<file path="config.mk">
export PLATFORM = sky130hd
export DESIGN_NAME = wb_register_simulink2ppc_snap
export DESIGN_NICKNAME = d
export VERILOG_FILES = /design/src/rtl/wb_snap_pkg.sv /design/src/rtl/wb_snap_sat_counter.sv /design/src/rtl/wb_register_simulink2ppc_snap.sv
export SDC_FILE = /design/constraint.sdc
export NUM_CORES = 1
export LEC_CHECK = 0
export CAP_MARGIN = 15
export CORE_MARGIN = 3
export CORE_UTILIZATION = 44
export CTS_CLUSTER_DIAMETER = 80
export CTS_CLUSTER_SIZE = 20
export DETAILED_ROUTE_END_ITERATION = 12
export PLACE_DENSITY = 0.76
export SLEW_MARGIN = 15
export SYNTH_ARGS = -nofsm -noshare
export SYNTH_HDL_FRONTEND = slang
export SYNTH_SLANG_ARGS = --single-unit
</file>
<file path="constraint.sdc">
create_clock -name wb_clk_i -period 1.8 [get_ports wb_clk_i]
set_clock_uncertainty 0.15 [all_clocks]
set_input_delay 0.27 -clock wb_clk_i [delete_from_list [all_inputs] [get_ports wb_clk_i]]
set_output_delay 0.27 -clock wb_clk_i [all_outputs]
set_load 0.01 [all_outputs]
</file>
<file path="src/rtl/wb_snap_pkg.sv">
// Shared definitions for the fabric-to-processor snapshot register:
// register offsets, register bit positions and the one-shot capture states.
package wb_snap_pkg;

    localparam logic [1:0] ADDR_DATA   = 2'd0;
    localparam logic [1:0] ADDR_STATUS = 2'd1;
    localparam logic [1:0] ADDR_CTRL   = 2'd2;
    localparam logic [1:0] ADDR_CAPCNT = 2'd3;

    localparam int STATUS_VALID_BIT   = 0;
    localparam int STATUS_OVERRUN_BIT = 1;
    localparam int STATUS_OVR_CNT_LSB = 16;

    localparam int CTRL_MODE_BIT     = 0;
    localparam int CTRL_ARM_BIT      = 1;
    localparam int CTRL_CAPTURED_BIT = 2;

    typedef enum logic [1:0] {
        IDLE     = 2'd0,
        ARMED    = 2'd1,
        CAPTURED = 2'd2
    } snap_state_t;

endpackage

</file>
<file path="src/rtl/wb_snap_sat_counter.sv">
// Saturating up-counter with a clear that takes priority over increment.
module wb_snap_sat_counter #(
    parameter int WIDTH = 16
) (
    input  logic             clk,
    input  logic             rst_n,
    input  logic             inc,
    input  logic             clr,
    output logic [WIDTH-1:0] count
);

    always_ff @(posedge clk or negedge rst_n) begin
        if (!rst_n) begin
            count <= '0;
        end else if (clr) begin
            count <= '0;
        end else if (inc && (count != {WIDTH{1'b1}})) begin
            count <= count + WIDTH'(1);
        end
    end

endmodule

</file>
<file path="src/rtl/wb_register_simulink2ppc_snap.sv">
// Wishbone slave register carrying fabric (Simulink) samples to the processor,
// with continuous or one-shot armed capture plus capture and overrun counters.
module wb_register_simulink2ppc_snap
    import wb_snap_pkg::*;
#(
    parameter int DATA_WIDTH = 32,
    parameter int OVR_WIDTH  = 16
) (
    input  logic                  wb_clk_i,
    input  logic                  wb_rst_n_i,
    input  logic [31:0]           wb_adr_i,
    input  logic [31:0]           wb_dat_i,
    input  logic [3:0]            wb_sel_i,
    input  logic                  wb_we_i,
    input  logic                  wb_cyc_i,
    input  logic                  wb_stb_i,
    output logic [31:0]           wb_dat_o,
    output logic                  wb_ack_o,
    output logic                  wb_err_o,
    input  logic [DATA_WIDTH-1:0] user_data_in,
    input  logic                  user_valid_in,
    output logic                  user_armed_out
);

    snap_state_t          state;
    snap_state_t          state_next;
    logic                 ack;
    logic [31:0]          data_reg;
    logic [31:0]          cap_cnt;
    logic                 valid;
    logic                 overrun;
    logic                 mode;
    logic [OVR_WIDTH-1:0] ovr_cnt;
    logic [1:0]           addr;
    logic                 access;
    logic                 wr;
    logic                 rd;
    logic                 wr_ctrl;
    logic                 wr_status;
    logic                 data_rd;
    logic                 ovr_clr;
    logic                 arm_req;
    logic                 mode_off;
    logic                 cap;
    logic                 ovr_evt;
    logic [31:0]          rd_word;
    logic                 unused_bits;

    assign addr      = wb_adr_i[3:2];
    assign access    = wb_cyc_i & wb_stb_i & ~ack;
    assign wr        = access & wb_we_i;
    assign rd        = access & ~wb_we_i;
    assign wr_ctrl   = wr & (addr == ADDR_CTRL) & wb_sel_i[0];
    assign wr_status = wr & (addr == ADDR_STATUS) & wb_sel_i[0];
    assign data_rd   = rd & (addr == ADDR_DATA);
    assign ovr_clr   = wr_status & wb_dat_i[STATUS_OVERRUN_BIT];
    assign arm_req   = wr_ctrl & wb_dat_i[CTRL_ARM_BIT] & wb_dat_i[CTRL_MODE_BIT];
    assign mode_off  = wr_ctrl & ~wb_dat_i[CTRL_MODE_BIT];

    // An arm write landing with a strobe while idle wins: that strobe is dropped.
    assign cap     = user_valid_in & (mode ? (state == ARMED) : ~arm_req);
    assign ovr_evt = cap & ~mode & valid;

    assign wb_ack_o       = ack;
    assign wb_err_o       = 1'b0;
    assign user_armed_out = (state == ARMED);
    assign unused_bits    = ^{wb_adr_i[31:4], wb_adr_i[1:0], wb_sel_i[3:1], wb_dat_i[31:3]};

    wb_snap_sat_counter #(
        .WIDTH(OVR_WIDTH)
    ) u_ovr_cnt (
        .clk  (wb_clk_i),
        .rst_n(wb_rst_n_i),
        .inc  (ovr_evt),
        .clr  (ovr_clr),
        .count(ovr_cnt)
    );

    always_comb begin
        rd_word = '0;
        unique case (addr)
            ADDR_DATA:   rd_word = data_reg;
            ADDR_STATUS: begin
                rd_word[STATUS_VALID_BIT]                     = valid;
                rd_word[STATUS_OVERRUN_BIT]                   = overrun;
                rd_word[STATUS_OVR_CNT_LSB +: 16]             = 16'(ovr_cnt);
            end
            ADDR_CTRL: begin
                rd_word[CTRL_MODE_BIT]     = mode;
                rd_word[CTRL_CAPTURED_BIT] = (state == CAPTURED);
            end
            default:     rd_word = cap_cnt;
        endcase
    end

    always_comb begin
        state_next = state;
        if (mode_off) begin
            state_next = IDLE;
        end else begin
            unique case (state)
                IDLE:     if (arm_req) state_next = ARMED;
                ARMED:    if (cap)     state_next = CAPTURED;
                CAPTURED: if (arm_req) state_next = ARMED;
                default:  state_next = IDLE;
            endcase
        end
    end

    always_ff @(posedge wb_clk_i or negedge wb_rst_n_i) begin
        if (!wb_rst_n_i) begin
            state <= IDLE;
        end else begin
            state <= state_next;
        end
    end

    // A capture coinciding with a DATA read keeps VALID set; the reader got the old word.
    always_ff @(posedge wb_clk_i or negedge wb_rst_n_i) begin
        if (!wb_rst_n_i) begin
            ack      <= 1'b0;
            wb_dat_o <= '0;
            data_reg <= '0;
            cap_cnt  <= '0;
            valid    <= 1'b0;
            overrun  <= 1'b0;
            mode     <= 1'b0;
        end else begin
            ack      <= access;
            wb_dat_o <= rd ? rd_word : 32'd0;
            if (cap) begin
                data_reg <= 32'(user_data_in);
                cap_cnt  <= cap_cnt + 32'd1;
            end
            if (cap) begin
                valid <= 1'b1;
            end else if (data_rd) begin
                valid <= 1'b0;
            end
            if (ovr_clr) begin
                overrun <= 1'b0;
            end else if (ovr_evt) begin
                overrun <= 1'b1;
            end
            if (wr_ctrl) begin
                mode <= wb_dat_i[CTRL_MODE_BIT];
            end
        end
    end

endmodule
</file>
# Word-level counts from Yosys, hierarchy flattened
# Cells that the tools add are included.
# W data, S select, Z words.
[word_totals] regBits=118 latchBits=0 ramBits=0 romBits=0 in_bits=106 output_inout_bits=35 word_cells=65 n_memories=0
[op_classes] add_sub_neg=2 mul=0 div_mod_pow=0 order_cmp=0 eq_ne=7 shift=0 n_mux=17 bitwise_logic=21 reduce_logical=9
[op_table] op="$pmux W16 S3" count=1
[op_table] op="$add A32 B1 Y32 const B" count=1
[op_table] op="$mux W16" count=2
[op_table] op="$mux W32" count=1
[op_table] op="$pmux W13 S2" count=1
[op_table] op="$add A16 B1 Y16 const B" count=1
[op_table] op="$and A1 B1 Y1" count=16
[op_table] op="$ne A16 B16 Y1 const B" count=1
[op_table] op="$pmux W1 S3" count=3
[op_table] op="$mux W2" count=3
[op_table] op="$ne A3 B1 Y1 const B" count=2
[op_table] op="$reduce_bool A2 Y1" count=3
[op_table] op="$mux W1" count=5
[op_table] op="$not A1 Y1" count=5
[op_table] op="$eq A2 B1 Y1 const B" count=2
[op_table] op="$eq A2 B2 Y1 const B" count=2
[op_table] op="$logic_not A2 Y1" count=2
[op_table] op="$pmux W2 S2" count=1
[op_table] op="$reduce_or A2 Y1" count=2
[op_table] op="$reduce_and A2 Y1" count=1
[op_table] op="$logic_and A1 B1 Y1" count=1

# Depth between registers and ports, before layout
[logic_depth] ltp_word=15 mapped_depth=8 ltp_nobuf=6

# Cells and area by module
# Synthesis repeated with hierarchy kept, for this count alone.
[unflattened] cells_unflattened=534 hier_area_um2=5383.9
[by_module_without_submodules] module="wb_register_simulink2ppc_snap" instances=1 cells_each=436 area_each_um2=4441.8 seq_area_each_um2=2552.4
[by_module_without_submodules] module="wb_snap_sat_counter" instances=1 cells_each=98 area_each_um2=942.2 seq_area_each_um2=400.4

# Worst setup path after synthesis
# Ideal clock, no wire load.
[synth_timing] path_type="register to register" startpoint="reg u_ovr_cnt.count[0]" endpoint="reg u_ovr_cnt.count[4]" setup_ns=0.132 arrival_time_ns=1.633 setup_slack_ns=-0.115 stages_incl_launch_ff=8 n_path_buf=1 synth_period_minus_slack_ns=1.915 cell_sequence="dfrtp_1 -> ha_1 -> nand4_1 -> nor4_2 -> buf_2 -> nor3_1 -> xnor2_1 -> nor2_1"
[synth_between] elab_chain_len=3 elab_cells_between_ends=6
[synth_lines] item="from (decl)" line="wb_snap_sat_counter.sv:9" text="output logic [WIDTH-1:0] count"
[synth_lines] item="from (signal assigned)" line="wb_snap_sat_counter.sv:18" text="count <= count + WIDTH'(1);"
[synth_lines] item="$add A16 B1 Y16 / $ne A16 B16 Y1 (equally long branches)" line="wb_snap_sat_counter.sv:18, wb_snap_sat_counter.sv:17"
[synth_lines] item="$mux W16 / $logic_and A1 B1 Y1 (equally long branches)" line="wb_snap_sat_counter.sv:17" text="end else if (inc && (count != {WIDTH{1'b1}})) begin"
[synth_lines] item="$mux W16 / $reduce_bool A2 Y1 (equally long branches)"
# Several ways; a longest one is shown, not always the timed one. The select of a mux whose other input is x is not followed.
# A chain may end at the register's enable or synchronous reset.

# Worst setup path in the final report
[layout_timing] startpoint="reg mode" endpoint="reg data_reg[13]"
[layout_between] elab_chain_len=2
[layout_lines] item="from (decl)" line="wb_register_simulink2ppc_snap.sv:32" text="logic mode;"
[layout_lines] item="from (signal assigned)" line="wb_register_simulink2ppc_snap.sv:146" text="mode <= wb_dat_i[CTRL_MODE_BIT];"
[layout_lines] item="$mux W1" line="wb_register_simulink2ppc_snap.sv:61" text="assign cap = user_valid_in & (mode ? (state == ARMED) : ~arm_req);"
[layout_lines] item="$and A1 B1 Y1" line="wb_register_simulink2ppc_snap.sv:61"
[layout_lines] item="to (signal assigned)" line="wb_register_simulink2ppc_snap.sv:132" text="data_reg <= 32'(user_data_in);"
[layout_lines] item="to (decl)" line="wb_register_simulink2ppc_snap.sv:28" text="logic [31:0] data_reg;"
# Every way passes these cells.

==> impl_metrics.csv <==
group,metric,value,unit
outcome,outcome,"finished, violations left",
outcome,violations,"negative setup slack",
logic_synthesis,ys_seq_area_share,54.38,%
global_routing,gr-total-overflow,0,
clock_tree,numCtsBuffers,17,
power,seq_power_share,39.0,%
layout,stdcell_count,806,
critical_path,r2r-start,"mode",
timing,slew_viol_final,0,
die,die_h,117.1,µm
power,p_switching,0.002211,W
timing,post-route-worst-setup-slack,-0.1896,ns
logic_synthesis,yosys.area_share.simple,17.53,%
critical_path,crit_required,1.95,ns
routing,drc,0,
critical_path,cp_max_fo,10,
logic_synthesis,synth_top_cell_area_share,54.38,%
layout,final_common_cell,"dfrtp_1",
logic_synthesis,syn_area,5430,µm²
logic_synthesis,synth_top_family_by_area,"simple AND/OR/NAND/NOR gates",
routing,wl_per_cell,18.44,µm
logic_synthesis,synth_compound_area_share,5.530,%
logic_synthesis,synth_nets,580,
layout,final_cell_mix,"dfrtp_1, clkdlybuf4s50_1, buf_4",
power,power.leakage,3.533,nW
logic_synthesis,ys_ff_latch,118,
timing,rsz0062_at_grt,"true",
logic_synthesis,syn_inst,472,
routing,antenna_left,0,
die,chipWidth,117.1,µm
placed_design,port_buffers,76,
power,p_sw_share,26.70,%
global_routing,grt_pass1_wl,22780,µm
routing,drtIter0Drc,367,
power,intPower,0.006070,W
layout,n_antenna_cell,0,
critical_path,cp-startpoint,"mode",
routing,vias,4343,
clock_tree,cts.clk_slew.worst_paths,0.06,ns
timing,min_period,1.990,ns
routing,drt_pre_antenna_iters,5,
routing,drt-total-wl,14860,µm
die,num_rows,39,
power,p_comb_share,20.6,%
logic_synthesis,avgSynthCellArea,11.50,µm²
logic_synthesis,async_reset_ff_share,100.0,%
layout,nNetsFinal,737,
timing,hold_ws,0.1970,ns
layout,fin_util,66.62,%
logic_synthesis,yosysUniqueCellTypes,49,
placed_design,gp_congestion,0.8496,
power,p_clk_share,40.4,%
logic_synthesis,synth_edf_count,0,
die,io_pins,141,
global_routing,grtUsageTotal,21.92,%
logic_synthesis,synth_adder_area_share,0.4608,%
logic_synthesis,synth_area_leaders,"dfrtp_1, xnor2_1, nor2_1",
routing,vias_per_cell,5.388,
critical_path,cp_slowest_cell,"dfrtp_2",
critical_path,critical-path-top-delay-family,"simple AND/OR/NAND/NOR gates",
logic_synthesis,ys.flop_type,"dfrtp_1",
die,floorplan.initialDensity,46.18,%
clock_tree,h-tree-depth,4,
critical_path,worst-endpoint-arrival,2.14,ns
min_path,hold_class,"input port to async pin",
placed_design,dpl.hpwl,9368,µm
power,p_total,0.008281,W
logic_synthesis,yosys.area.top_type,"dfrtp_1",
clock_tree,cts_tree,"yes",
logic_synthesis,synthMuxAreaShare,12.21,%
timing,hold_viol,0,
power,vdd_drop_max,639.3,µV
global_routing,grt_pass1_vias,4455,
layout,synthToLayoutAreaGrowth,44.29,%
logic_synthesis,ys_warn_count,0,
power,power.density,1057,nW/µm²
timing,finalSetupViolCount,82,
layout,fillers,823,
critical_path,path_cells,"nor4bb_4 > nand3_4 > and3_4 > mux2_4",
clock_tree,clock_latency,0.43,ns
placed_design,placed_cells,752,
clock_tree,clk_path_buf_depth,2,
critical_path,crit_type,"register to register",
logic_synthesis,synth_xor_area_share,6.613,%
timing,fmax,502.6,MHz
critical_path,worst-path-buf-inv,0,
global_routing,antenna_found_initial,0,
clock_tree,cts_root_buffer,"clkbuf_16",
critical_path,crit_path_end_kind,"register",
layout,drive_gt1_share,31.31,%
die,die_area,13710,µm²
timing,period_share,110.5,%
die,core,11760,µm²
clock_tree,clock-sinks,118,
job,timing.max_cap.violations,0,
global_routing,grt_max_degree,37,
critical_path,critPathLaunchType,"register",
critical_path,cpPeakStageDelay,0.44,ns
placed_design,dp_slack,-0.5871,ns
power groups by stage:
stage | sequential (W) | combinational (W) | clock (W)
after CTS | 0.00322 | 0.00155 | 0.00337
after global placement | 0.00323 | 0.00137 | 0
final | 0.00323 | 0.00171 | 0.00334
after floorplan | 0.00323 | 0.000803 | 0
after global routing | 0.00327 | 0.00184 | 0.00349
after detailed placement | 0.00325 | 0.00144 | 0
worst register-to-register path: cells and delay by family, from the launching register on:
family	cells	cell delay (ns)
mux	1	0.32
flops	1	0.44
simple gates	3	0.95
layer usage:
metal | track usage (%) | part of all wire, %
met4 | 9.480 | 3.4
met1 | 28.52 | 42
met2 | 35.87 | 49
met3 | 4.216 | 6.0
met5 | 0 | 0
metrics by stage:
step / cell area, µm² / setup TNS [ns]
after floorplan: 5469 / -0.9604
after global placement: 6843 / -44.82
after detailed placement: 6843 / -50.00
after CTS: 7649 / -3.183
after global routing: 7835 / -14.55
final: 7835 / -9.205
synth_stat cells, types with 2 or more instances:
cell,count
a21oi_1,24
a22oi_1,14
and2_1,3
and3_1,6
and4_1,6
buf_2,7
buf_4,2
buf_6,4
clkbuf_1,13
dfrtp_1,118
ha_1,2
inv_1,7
mux2_2,20
mux2_4,15
mux2i_1,19
nand2_1,20
nand2b_1,4
nand3_1,21
nand4_1,11
nand4_2,2
nor2_1,69
nor2b_1,3
nor3_1,8
nor4_2,5
o21ai_0,3
o31ai_1,3
or3_1,2
xnor2_1,35
xor2_1,6
area by class of cell:
type                            count  area, µm²  area share, %
Clock inverter                      9      100.1          1.278
Tap cell                          164      205.2          2.619
Clock buffer                       23      488.0          6.228
Multi-Input combinational cell    326       2579          32.91
Inverter                            7      26.28         0.3354
Sequential cell                   118       2955          37.72
Timing Repair Buffer              159       1481          18.91
final timing paths:
check | to | cells after the start | slack [ns]
min in group wb_clk_i | data_reg[16] | 2 | 0.31
worst min register to register | cap_cnt[31] | 1 | 0.33
worst max-delay path | data_reg[13] | 4 | -0.19
max in group asynchronous | wb_dat_o[23] | 3 | 0.77
worst max register to register | data_reg[13] | 4 | -0.19
worst min-delay path | wb_dat_o[4] | 2 | 0.20
repair_timing:
item | 4_1_cts | 5_1_grt
hold buffers | 1 | 0
gates cloned | 4 | 2
setup endpoints to repair | 70 | 95
setup buffers | 12 | 6
gates resized for setup | 27 | 31
hold endpoints to repair | 26 | 0
pin swaps | 10 | 24
kinds of logic after synthesis:
| group | Yosys count |
|---|---|
| buffers and inverters | 34 |
| adder cells (fa/ha/maj) | 2 |
| XOR/XNOR | 41 |
| AO/OA/AOI/OAI | 48 |
| flip-flops | 118 |
| multiplexers | 55 |
| AND/OR/NAND/NOR | 173 |
| other | 1 |
(Power assumes the default switching activity.)
